===== src/rtl/spi_cmd_sequencer_if.sv =====
// Command/response handshake and spi_master_core request bus of the command sequencer.
// The slave modport is the sequencer's view; master is the environment driving commands,
// consuming responses and acting as the SPI core.
interface spi_cmd_sequencer_if #(
    parameter int CHANNEL   = 8,
    parameter int CHAN_W    = 3,
    parameter int REG_WIDTH = 16
);
    logic                 cmd_valid;
    logic                 cmd_ready;
    logic [CHAN_W-1:0]    cmd_chan;
    logic                 cmd_rd;
    logic [REG_WIDTH-1:0] cmd_data;

    logic                 rsp_valid;
    logic                 rsp_ready;
    logic [REG_WIDTH-1:0] rsp_data;
    logic [CHAN_W-1:0]    rsp_chan;
    logic                 rsp_err;

    logic [CHANNEL-1:0]   spi_wr_channel;
    logic                 spi_wr_valid;
    logic                 spi_wr_ready;
    logic [REG_WIDTH-1:0] spi_data_in;
    logic                 spi_rd_ack;
    logic [REG_WIDTH-1:0] spi_data_out;

    modport slave (
        input  cmd_valid, cmd_chan, cmd_rd, cmd_data,
        output cmd_ready,
        output rsp_valid, rsp_data, rsp_chan, rsp_err,
        input  rsp_ready,
        output spi_wr_channel, spi_wr_valid, spi_data_in,
        input  spi_wr_ready, spi_rd_ack, spi_data_out
    );

    modport master (
        output cmd_valid, cmd_chan, cmd_rd, cmd_data,
        input  cmd_ready,
        input  rsp_valid, rsp_data, rsp_chan, rsp_err,
        output rsp_ready,
        input  spi_wr_channel, spi_wr_valid, spi_data_in,
        output spi_wr_ready, spi_rd_ack, spi_data_out
    );
endinterface


===== src/rtl/spi_cmd_sequencer.sv =====
// SPI command sequencer: FIFO-buffered commands issued one at a time to spi_master_core,
// with optional read response, CS-high gap between transfers and a response timeout.
module spi_cmd_sequencer #(
    parameter int CHANNEL     = 8,
    parameter int CHAN_W      = 3,
    parameter int REG_WIDTH   = 16,
    parameter int FIFO_DEPTH  = 8,
    parameter int GAP_CYCLES  = 4,
    parameter int TIMEOUT_CYC = 1024
) (
    input  logic                          clk,
    input  logic                          rst_n,
    spi_cmd_sequencer_if.slave            bus,
    output logic                          busy,
    output logic [$clog2(FIFO_DEPTH):0]   fifo_level,
    output logic                          err_sticky,
    input  logic                          err_clr
);
    localparam int AW = $clog2(FIFO_DEPTH);
    localparam int LW = AW + 1;
    localparam int EW = CHAN_W + 1 + REG_WIDTH;
    localparam int TW = $clog2(TIMEOUT_CYC + 1);
    localparam int GW = $clog2(GAP_CYCLES + 1);

    localparam logic [LW-1:0] FULL_LEVEL = LW'(FIFO_DEPTH);
    localparam logic [TW-1:0] TMO_LAST   = TW'(TIMEOUT_CYC - 1);
    localparam logic [GW-1:0] GAP_LAST   = GW'(GAP_CYCLES - 1);
    localparam logic [31:0]   CHANNEL_U  = 32'(CHANNEL);

    typedef enum logic [2:0] {
        S_IDLE,
        S_LOAD,
        S_REQ,
        S_WAIT,
        S_RSP,
        S_GAP
    } state_t;

    // ---------------- command FIFO ----------------
    logic [EW-1:0]  mem_q [FIFO_DEPTH];
    logic [AW-1:0]  wr_ptr_q, rd_ptr_q;
    logic [LW-1:0]  count_q;
    logic           push, pop;
    logic [EW-1:0]  head;
    logic [CHAN_W-1:0]    head_chan;
    logic                 head_rd;
    logic [REG_WIDTH-1:0] head_data;
    logic                 head_legal;

    state_t state_q;

    assign bus.cmd_ready = (count_q != FULL_LEVEL);
    assign push          = bus.cmd_valid && bus.cmd_ready;
    assign pop           = (state_q == S_LOAD);

    assign head       = mem_q[rd_ptr_q];
    assign head_chan  = head[EW-1 -: CHAN_W];
    assign head_rd    = head[REG_WIDTH];
    assign head_data  = head[REG_WIDTH-1:0];
    assign head_legal = (32'(head_chan) < CHANNEL_U);

    // Storage array: written on accepted push, no reset needed
    always_ff @(posedge clk) begin
        if (push) begin
            mem_q[wr_ptr_q] <= {bus.cmd_chan, bus.cmd_rd, bus.cmd_data};
        end
    end

    // Pointers and occupancy; power-of-2 depth lets pointers wrap naturally
    always_ff @(posedge clk or negedge rst_n) begin
        if (!rst_n) begin
            wr_ptr_q <= '0;
            rd_ptr_q <= '0;
            count_q  <= '0;
        end else begin
            if (push) wr_ptr_q <= wr_ptr_q + 1'b1;
            if (pop)  rd_ptr_q <= rd_ptr_q + 1'b1;
            case ({push, pop})
                2'b10:   count_q <= count_q + 1'b1;
                2'b01:   count_q <= count_q - 1'b1;
                default: count_q <= count_q;
            endcase
        end
    end

    // ---------------- sequencing FSM ----------------
    logic [CHAN_W-1:0]    chan_q;
    logic                 rd_q;
    logic [CHANNEL-1:0]   wr_channel_q;
    logic [REG_WIDTH-1:0] data_in_q;
    logic                 wr_valid_q;
    logic                 rsp_valid_q;
    logic [REG_WIDTH-1:0] rsp_data_q;
    logic                 rsp_err_q;
    logic [TW-1:0]        tmo_cnt_q;
    logic [GW-1:0]        gap_cnt_q;
    logic                 err_sticky_q;

    // State, hold registers and all registered outputs; a timeout overrides err_clr
    always_ff @(posedge clk or negedge rst_n) begin
        if (!rst_n) begin
            state_q      <= S_IDLE;
            chan_q       <= '0;
            rd_q         <= 1'b0;
            wr_channel_q <= '0;
            data_in_q    <= '0;
            wr_valid_q   <= 1'b0;
            rsp_valid_q  <= 1'b0;
            rsp_data_q   <= '0;
            rsp_err_q    <= 1'b0;
            tmo_cnt_q    <= '0;
            gap_cnt_q    <= '0;
            err_sticky_q <= 1'b0;
        end else begin
            if (err_clr) err_sticky_q <= 1'b0;

            case (state_q)
                S_IDLE: begin
                    if (count_q != '0) state_q <= S_LOAD;
                end

                S_LOAD: begin
                    chan_q    <= head_chan;
                    rd_q      <= head_rd;
                    data_in_q <= head_data;
                    if (head_legal) begin
                        wr_channel_q <= CHANNEL'(1) << head_chan;
                        wr_valid_q   <= 1'b1;
                        state_q      <= S_REQ;
                    end else begin
                        wr_channel_q <= '0;
                        if (head_rd) begin
                            rsp_valid_q <= 1'b1;
                            rsp_data_q  <= '0;
                            rsp_err_q   <= 1'b1;
                            state_q     <= S_RSP;
                        end else begin
                            gap_cnt_q <= '0;
                            state_q   <= S_GAP;
                        end
                    end
                end

                S_REQ: begin
                    if (bus.spi_wr_ready) begin
                        wr_valid_q <= 1'b0;
                        tmo_cnt_q  <= '0;
                        state_q    <= S_WAIT;
                    end
                end

                S_WAIT: begin
                    if (bus.spi_rd_ack) begin
                        rsp_data_q <= bus.spi_data_out;
                        rsp_err_q  <= 1'b0;
                        if (rd_q) begin
                            rsp_valid_q <= 1'b1;
                            state_q     <= S_RSP;
                        end else begin
                            gap_cnt_q <= '0;
                            state_q   <= S_GAP;
                        end
                    end else if (tmo_cnt_q == TMO_LAST) begin
                        err_sticky_q <= 1'b1;
                        rsp_data_q   <= '0;
                        rsp_err_q    <= 1'b1;
                        if (rd_q) begin
                            rsp_valid_q <= 1'b1;
                            state_q     <= S_RSP;
                        end else begin
                            gap_cnt_q <= '0;
                            state_q   <= S_GAP;
                        end
                    end else begin
                        tmo_cnt_q <= tmo_cnt_q + 1'b1;
                    end
                end

                S_RSP: begin
                    if (bus.rsp_ready) begin
                        rsp_valid_q <= 1'b0;
                        gap_cnt_q   <= '0;
                        state_q     <= S_GAP;
                    end
                end

                S_GAP: begin
                    if (gap_cnt_q == GAP_LAST) state_q <= S_IDLE;
                    else                       gap_cnt_q <= gap_cnt_q + 1'b1;
                end

                default: state_q <= S_IDLE;
            endcase
        end
    end

    assign bus.spi_wr_channel = wr_channel_q;
    assign bus.spi_wr_valid   = wr_valid_q;
    assign bus.spi_data_in    = data_in_q;
    assign bus.rsp_valid      = rsp_valid_q;
    assign bus.rsp_data       = rsp_data_q;
    assign bus.rsp_chan       = chan_q;
    assign bus.rsp_err        = rsp_err_q;

    assign busy       = (state_q != S_IDLE) || (count_q != '0);
    assign fifo_level = count_q;
    assign err_sticky = err_sticky_q;
endmodule

===== src/flat_wrapper.sv =====
// flat-port wrapper written by rule: the top's interface ports become plain ports
module spi_cmd_sequencer_flat 
#(
    parameter int CHANNEL     = 8,
    parameter int CHAN_W      = 3,
    parameter int REG_WIDTH   = 16,
    parameter int FIFO_DEPTH  = 8,
    parameter int GAP_CYCLES  = 4,
    parameter int TIMEOUT_CYC = 1024
)
  (clk, rst_n, busy, fifo_level, err_sticky, err_clr, bus_cmd_valid, bus_cmd_chan, bus_cmd_rd, bus_cmd_data, bus_cmd_ready, bus_rsp_valid, bus_rsp_data, bus_rsp_chan, bus_rsp_err, bus_rsp_ready, bus_spi_wr_channel, bus_spi_wr_valid, bus_spi_data_in, bus_spi_wr_ready, bus_spi_rd_ack, bus_spi_data_out);
  spi_cmd_sequencer_if #(.CHANNEL(CHANNEL), .CHAN_W(CHAN_W), .REG_WIDTH(REG_WIDTH)) bus_i ();
  input  logic clk;
  input  logic rst_n;
  output logic busy;
  output logic [$clog2(FIFO_DEPTH):0] fifo_level;
  output logic err_sticky;
  input  logic err_clr;
  input wire logic [$bits(bus_i.cmd_valid)-1:0] bus_cmd_valid;
  input wire logic [$bits(bus_i.cmd_chan)-1:0] bus_cmd_chan;
  input wire logic [$bits(bus_i.cmd_rd)-1:0] bus_cmd_rd;
  input wire logic [$bits(bus_i.cmd_data)-1:0] bus_cmd_data;
  output wire logic [$bits(bus_i.cmd_ready)-1:0] bus_cmd_ready;
  output wire logic [$bits(bus_i.rsp_valid)-1:0] bus_rsp_valid;
  output wire logic [$bits(bus_i.rsp_data)-1:0] bus_rsp_data;
  output wire logic [$bits(bus_i.rsp_chan)-1:0] bus_rsp_chan;
  output wire logic [$bits(bus_i.rsp_err)-1:0] bus_rsp_err;
  input wire logic [$bits(bus_i.rsp_ready)-1:0] bus_rsp_ready;
  output wire logic [$bits(bus_i.spi_wr_channel)-1:0] bus_spi_wr_channel;
  output wire logic [$bits(bus_i.spi_wr_valid)-1:0] bus_spi_wr_valid;
  output wire logic [$bits(bus_i.spi_data_in)-1:0] bus_spi_data_in;
  input wire logic [$bits(bus_i.spi_wr_ready)-1:0] bus_spi_wr_ready;
  input wire logic [$bits(bus_i.spi_rd_ack)-1:0] bus_spi_rd_ack;
  input wire logic [$bits(bus_i.spi_data_out)-1:0] bus_spi_data_out;
  assign bus_i.cmd_valid = bus_cmd_valid;
  assign bus_i.cmd_chan = bus_cmd_chan;
  assign bus_i.cmd_rd = bus_cmd_rd;
  assign bus_i.cmd_data = bus_cmd_data;
  assign bus_cmd_ready = bus_i.cmd_ready;
  assign bus_rsp_valid = bus_i.rsp_valid;
  assign bus_rsp_data = bus_i.rsp_data;
  assign bus_rsp_chan = bus_i.rsp_chan;
  assign bus_rsp_err = bus_i.rsp_err;
  assign bus_i.rsp_ready = bus_rsp_ready;
  assign bus_spi_wr_channel = bus_i.spi_wr_channel;
  assign bus_spi_wr_valid = bus_i.spi_wr_valid;
  assign bus_spi_data_in = bus_i.spi_data_in;
  assign bus_i.spi_wr_ready = bus_spi_wr_ready;
  assign bus_i.spi_rd_ack = bus_spi_rd_ack;
  assign bus_i.spi_data_out = bus_spi_data_out;
  spi_cmd_sequencer #(.CHANNEL(CHANNEL), .CHAN_W(CHAN_W), .REG_WIDTH(REG_WIDTH), .FIFO_DEPTH(FIFO_DEPTH), .GAP_CYCLES(GAP_CYCLES), .TIMEOUT_CYC(TIMEOUT_CYC)) u_core (.clk(clk), .rst_n(rst_n), .bus(bus_i), .busy(busy), .fifo_level(fifo_level), .err_sticky(err_sticky), .err_clr(err_clr));
endmodule

===== config.mk =====
export PLATFORM = sky130hd
export DESIGN_NAME = spi_cmd_sequencer_flat
export DESIGN_NICKNAME = d
export VERILOG_FILES = /design/src/rtl/spi_cmd_sequencer_if.sv /design/src/rtl/spi_cmd_sequencer.sv /design/src/flat_wrapper.sv
export SDC_FILE = /design/constraint.sdc
export NUM_CORES = 1
export LEC_CHECK = 0
export CAP_MARGIN = 20
export CORE_MARGIN = 3
export CORE_UTILIZATION = 51
export CTS_CLUSTER_DIAMETER = 50
export DETAILED_ROUTE_END_ITERATION = 8
export PLACE_DENSITY = 0.73
export RECOVER_POWER = 50
export SLEW_MARGIN = 20
export SYNTH_ARGS = -nofsm -noshare
export SYNTH_HDL_FRONTEND = slang
export SYNTH_SLANG_ARGS = --single-unit

===== constraint.sdc =====
create_clock -name clk -period 6.6 [get_ports clk]
set_input_delay 0.99 -clock clk [delete_from_list [all_inputs] [get_ports clk]]
set_output_delay 0.99 -clock clk [all_outputs]
set_load 0.005 [all_outputs]

; ---- Word-level counts from Yosys, hierarchy flattened
; Memory sizes are Yosys's and may differ from the RTL's.
; Index checks and enable logic that the tools add are counted.
[totals]
ram_bits = 160
ff_bits = 75
memories = 1
[memory_table]
columns = memory, depth, width, read_ports, rd_ports_with_merged_regs, write_ports, line_no
row1 = u_core.mem_q, 8, 20, 1, 0, 1, spi_cmd_sequencer.sv:40  ; logic [EW-1:0] mem_q [FIFO_DEPTH];
[classes]
n_reduce_logical = 17
eq_ne = 18
shifts = 1
n_mux = 36
add_sub_neg = 6
[ops]
columns = operator, n
row1 = two-way mux 11 bit, 3
row2 = two-way mux 3 bit, 11
row3 = two-way mux 16 bit, 2
row4 = case mux 11 bit (2 select lines), 1
row5 = case mux 3 bit (6 select lines), 1
row6 = two-way mux 1 bit, 14
row7 = "adder 11 x 1 -> 11 bit, second input constant", 1
row8 = "== test 11 x 10 -> 1 bit, second input constant", 1
row9 = "inequality test 2 bit, second input constant", 5
row10 = nonzero test 2 bit, 5
row11 = "adder 3 x 1 -> 3 bit, second input constant", 3
row12 = "== test 3 x 2 -> 1 bit, second input constant", 3
row13 = case mux 3 bit (3 select lines), 1
row14 = case mux 4 bit (2 select lines), 1
row15 = AND reduction 4 bit, 2
row16 = "left shift 1 x 3 -> 8 bit, first input constant", 1
row17 = "== test 3 bit, second input constant", 2
row18 = nonzero test 3 bit, 2
row19 = AND reduction 5 bit, 1
row20 = "adder 4 x 1 -> 4 bit, second input constant", 1
row21 = "inequality test 2 x 1 -> 1 bit, second input constant", 2
row22 = "inequality test 4 bit, second input constant", 1
row23 = case mux 1 bit (2 select lines), 2
row24 = AND reduction 2 bit, 2
row25 = other kinds (10), 10

; ---- Depth between registers and ports, before layout
[depth]
ltp_word = 4
depth_mapped = 11
mapped_depth_nobuf = 10

; ---- Worst setup path before layout
; OpenSTA, ideal clock, no wires.
[synth_timing]
kind = input-to-reg
start = input bus_cmd_valid
end = memory u_core.mem_q[0][0] (netlist name), enable pin
required_time_ns = 6.178
cell_stages = 3
setup_time_ns = 0.422
arrival_time_ns = 2.819
n_path_buf = 0
setup_slack_ns = 3.359
cell_sequence = nand2_1 or2_2 nor3_1
[synth_between]
elab_chain_cells = 3
[synth_rtl]
columns = item, line_no
row1 = from (decl), flat_wrapper.sv:19  ; input wire logic [$bits(bus_i.cmd_valid)-1:0] bus_cmd_valid;
row2 = logical AND 1 bit, spi_cmd_sequencer.sv:53  ; assign push = bus.cmd_valid && bus.cmd_ready;
row3 = two-way mux 1 bit, spi_cmd_sequencer.sv:64  ; if (push) begin
row4 = two-way mux 1 bit (not written as such), spi_cmd_sequencer.sv:65  ; mem_q[wr_ptr_q] <= {bus.cmd_chan, bus.cmd_rd, bus.cmd_data};
row5 = to (decl), spi_cmd_sequencer.sv:40
; Every way passes these cells.

; ---- Final worst setup path
[layout_timing]
start = register u_core.state_q[1]
end = register u_core.count_q[2] (netlist: u_core.fifo_level[2])
[layout_between]
elab_chain_cells = 3
elab_cells_between_ends = 5
cone_classes = 3 x eq/ne / 1 x mux / 1 x reduce/logical
[layout_rtl]
columns = item, line_no
row1 = from (decl), spi_cmd_sequencer.sv:50  ; state_t state_q;
row2 = from (signal assigned), spi_cmd_sequencer.sv:102  ; state_q <= S_IDLE;
row3 = from (signal assigned), spi_cmd_sequencer.sv:119  ; if (count_q != '0) state_q <= S_LOAD;
row4 = from (signal assigned), spi_cmd_sequencer.sv:129  ; state_q <= S_REQ;
row5 = == test 3 x 1 -> 1 bit (*), spi_cmd_sequencer.sv:54  ; assign pop = (state_q == S_LOAD);
row6 = == test 2 x 1 -> 1 bit / == test 2 bit (equally long branches), spi_cmd_sequencer.sv:78  ; case ({push, pop})
row7 = case mux 4 bit (2 select lines) / nonzero test 2 bit (equally long branches), --
row8 = to (signal assigned), spi_cmd_sequencer.sv:79  ; 2'b10: count_q <= count_q + 1'b1;
row9 = to (signal assigned), spi_cmd_sequencer.sv:80  ; 2'b01: count_q <= count_q - 1'b1;
row10 = to (signal assigned), spi_cmd_sequencer.sv:81  ; default: count_q <= count_q;
row11 = to (decl), spi_cmd_sequencer.sv:42  ; logic [LW-1:0] count_q;
; Mark *: on every way between the ends. The rest lies on a longest branch, timed or not.
; A chain may end at the register's enable or synchronous reset.

==> impl_metrics.csv <==
group,metric,value,unit
setup_path,rr_worst_depth,11,
setup_path,slowest_stage,"clkbuf_1",
final_layout,final_util,63.5,%
setup_path,cpPeakStageDelay,1.62,ns
sta,slew_violations,105,
synth,synth_top_family_by_area,"multiplexers",
floorplanning,initial_core_util,52.1,%
final_layout,nets,717,
setup_path,worstPathArrival,4.70,ns
setup_path,worstPathCellList,"inv_2, nand3_2, clkbuf_1, inv_1, ha_1, xor2_1, ha_1, a21oi_1, xor2_1, nor2_1, xor2_1",
floorplanning,die_w,142,um
pwr,powerDensity,445,mW/mm2
global_route,antenna_found_initial,1,
route,num_vias,5224,
floorplanning,rows,49,
setup_path,cp_common_cell,"xor2_1",
clock_network,cts_tree,"built",
pwr,ir_drop,331,uV
clock_network,holdBufCountCts,0,
clock_network,post_cts_buffers,0,
synth,synth_area_leaders,"edfxtp_1, dfrtp_1, mux4_2",
sta,fin_ws,2.30,ns
synth,synthAdderAreaFrac,1.07,%
setup_path,required,7.01,ns
synth,synth_compound_area_share,6.33,%
floorplanning,coreArea,0.0180,mm2
synth,yosysTopAreaCell,"edfxtp_1",
min_path,min_path_cells,2,
route,drtPass1Iterations,5,
setup_path,worst-path-stages,11,
synth,ys_types,57,
setup_path,path_buf_inv,3,
route,drt.antenna.violating_nets,0,
synth,synth-warning-count,0,
synth,synthCells,555,
sta,period_share,65.1,%
floorplanning,ios,96,
route,via_per_inst,5.70,
flow_run,cap_violations,3,
sta,layout_min_cycle_time,4.30,ns
final_layout,diodes,0,
synth,synth_nets,606,
clock_network,clk_latency,0.52,ns
setup_path,crit_type,"reg2reg",
placed_design,place_hpwl,10.8,mm
floorplanning,die_h,142,um
final_layout,n_fill_cell,1278,
global_route,grt_pass1_wl,29.0,mm
synth,synth_edf_count,160,
route,routed_wl,18.1,mm
sta,setup_tns,0,ns
run_status,violations,"capacitance limit, slew limit",
synth,synth_ff_type,"edfxtp_1",
synth,synth_top_area_share,51.1,%
synth,synth_xor_xnor_area_share,0.746,%
pwr,fin_total_pwr,5090,uW
setup_path,critPathMaxFanout,50,
clock_network,cts_buffer_depth,3,
sta,hold_viol_final,0,
global_route,grt_max_degree,76,
sta,fin_worst_skew,0.0135,ns
sta,slew_headroom,-51.7,%
setup_path,cp_top_family,"buffers and inverters",
route,drc,0,
run_status,run_status,"finished with violations",
clock_network,clk_pin_slew,0.06,ns
synth,ys_seq_area_share,71.1,%
floorplanning,dieArea,0.0201,mm2
sta,rsz0062_at_grt,"false",
synth,yosys.cell_count.top_type,"edfxtp_1",
global_route,grt_use_total,18.5,%
clock_network,clock_sinks,235,
placed_design,io_buffers,95,
synth,synth_common_cells,"edfxtp_1, dfrtp_1, nand2_1",
placed_design,gp_congestion,0.867,
synth,synthArstFlopShare,31.9,%
pwr,leakage,0.00421,uW
synth,ys_ff_latch,235,
final_layout,layout-drive-gt1-share,16.0,%
route,wire_per_inst,19.8,um
setup_path,cp-start-kind,"flip-flop",
sta,finalSetupViolCount,0,
clock_network,cts_made_buffers,28,
global_route,grt_pass1_vias,5320,
placed_design,pre_cts_ws,3.64,ns
sta,fmax,233,MHz
clock_network,cts_max_level,1,
setup_path,end_kind,"flip-flop",
clock_network,cts_root_buffer,"clkbuf_16",
sta,tightestPinTransition,2.28,ns
min_path,hold_class,"reg2reg",
route,drt-initial-drc-count,246,
clock_network,cts_resized,0,
synth,synth_area,0.00940,mm2
global_route,overflow,0,
synth,synthSimpleGateAreaFrac,6.57,%
synth,synthMuxAreaShare,12.2,%
final_layout,area_growth,21.9,%
synth,synth.avg_cell_area,16.9,um2
==> metrics by stage <==
stage                     std cells  cell area, um2  hold slack (ns)
after floorplan                 555            9400            0.446
final                           916           11400            0.484
after CTS                       915           11400            0.487
after global routing            916           11400            0.505
after global placement          864           10600            0.457
after detailed placement        864           10600            0.476
==> flip-flops by register name, summed over array words and instances, names as in the netlist <==
signal	count
u_core.mem_q	160
u_core.bus.rsp_data	16
u_core.bus.spi_data_in	16
u_core.tmo_cnt_q	11
u_core.bus.spi_wr_channel	8
u_core.fifo_level	4
u_core.bus.rsp_chan	3
u_core.gap_cnt_q	3
u_core.rd_ptr_q	3
u_core.state_q	3
u_core.wr_ptr_q	3
u_core.bus.rsp_err	1
u_core.bus.rsp_valid	1
u_core.bus.spi_wr_valid	1
u_core.err_sticky	1
u_core.rd_q	1
==> report_power, final <==
part	switching, uW	internal (uW)	total [uW]
logic	785	815	1600
registers	181	1920	2100
clock network	575	822	1400
total	1540	3550	5090
==> final cells by class <==
| class | instances | area (um2) | area share [%] |
|---|---|---|---|
| flip-flops and latches | 235 | 6680 | 58.4 |
| multi-input cells | 286 | 2540 | 22.2 |
| repair buffers | 107 | 1040 | 9.08 |
| clock buffers | 36 | 762 | 6.66 |
| well taps | 229 | 287 | 2.50 |
| clock inverters | 15 | 105 | 0.918 |
| inverters | 8 | 30.0 | 0.262 |
==> per-layer routing <==
metal,up-vias,share of wire (%),global-route usage (%)
li1,2383,-,-
met1,2637,42,24.7
met2,171,50,31.4
met3,31,5.7,3.51
met4,2,2.3,4.95
met5,-,0.072,0
==> cells in the final DEF (no fill, tap or decap), drive strengths merged, types with 9 or more instances in the layout <==
master	synthesis	layout
nor3	9	9
dlygate4sd3	0	23
dfrtp	75	75
nand2	45	45
nand3	10	10
a21oi	12	12
clkdlybuf4s50	0	71
inv	8	11
clkinv	0	10
nor2	16	16
mux2i	22	22
a22o	21	21
o21ai	36	36
mux4	38	38
buf	22	10
clkbuf	4	39
nor2b	9	9
edfxtp	160	160
==> logic make-up after synthesis <==
family                   count (synthesis)
flip-flops                             235
XOR/XNOR                                 8
adder cells (fa/ha/maj)                  8
AO/OA/AOI/OAI                           87
buffers and inverters                   34
multiplexers                            64
AND/OR/NAND/NOR                        119
==> worst paths after layout <==
path	from	end	slack, ns
max in group asynchronous	rst_n	u_core.bus.spi_data_in[7]$_DFFE_PN0P_	4.44
hold reg to reg	u_core.bus.spi_data_in[13]$_DFFE_PN0P_	u_core.bus.spi_data_in[13]$_DFFE_PN0P_	0.48
setup reg to reg	u_core.state_q[1]$_DFFE_PN0P_	u_core.fifo_level[2]$_DFFE_PN0P_	2.30
hold / removal	u_core.bus.spi_data_in[13]$_DFFE_PN0P_	u_core.bus.spi_data_in[13]$_DFFE_PN0P_	0.48
min in group asynchronous	rst_n	u_core.state_q[2]$_DFFE_PN0P_	1.02
setup / recovery	u_core.state_q[1]$_DFFE_PN0P_	u_core.fifo_level[2]$_DFFE_PN0P_	2.30
==> worst reg2reg max path: stages, from the launching register on <==
cell and delay, ns:
dfrtp_1 0.51, inv_2 0.10, nand3_2 0.08, clkbuf_1 1.62, inv_1 0.57, ha_1 0.46
xor2_1 0.16, ha_1 0.18, a21oi_1 0.14, xor2_1 0.15, nor2_1 0.06, xor2_1 0.14
No activity file was read; power rests on OpenSTA's default activity.
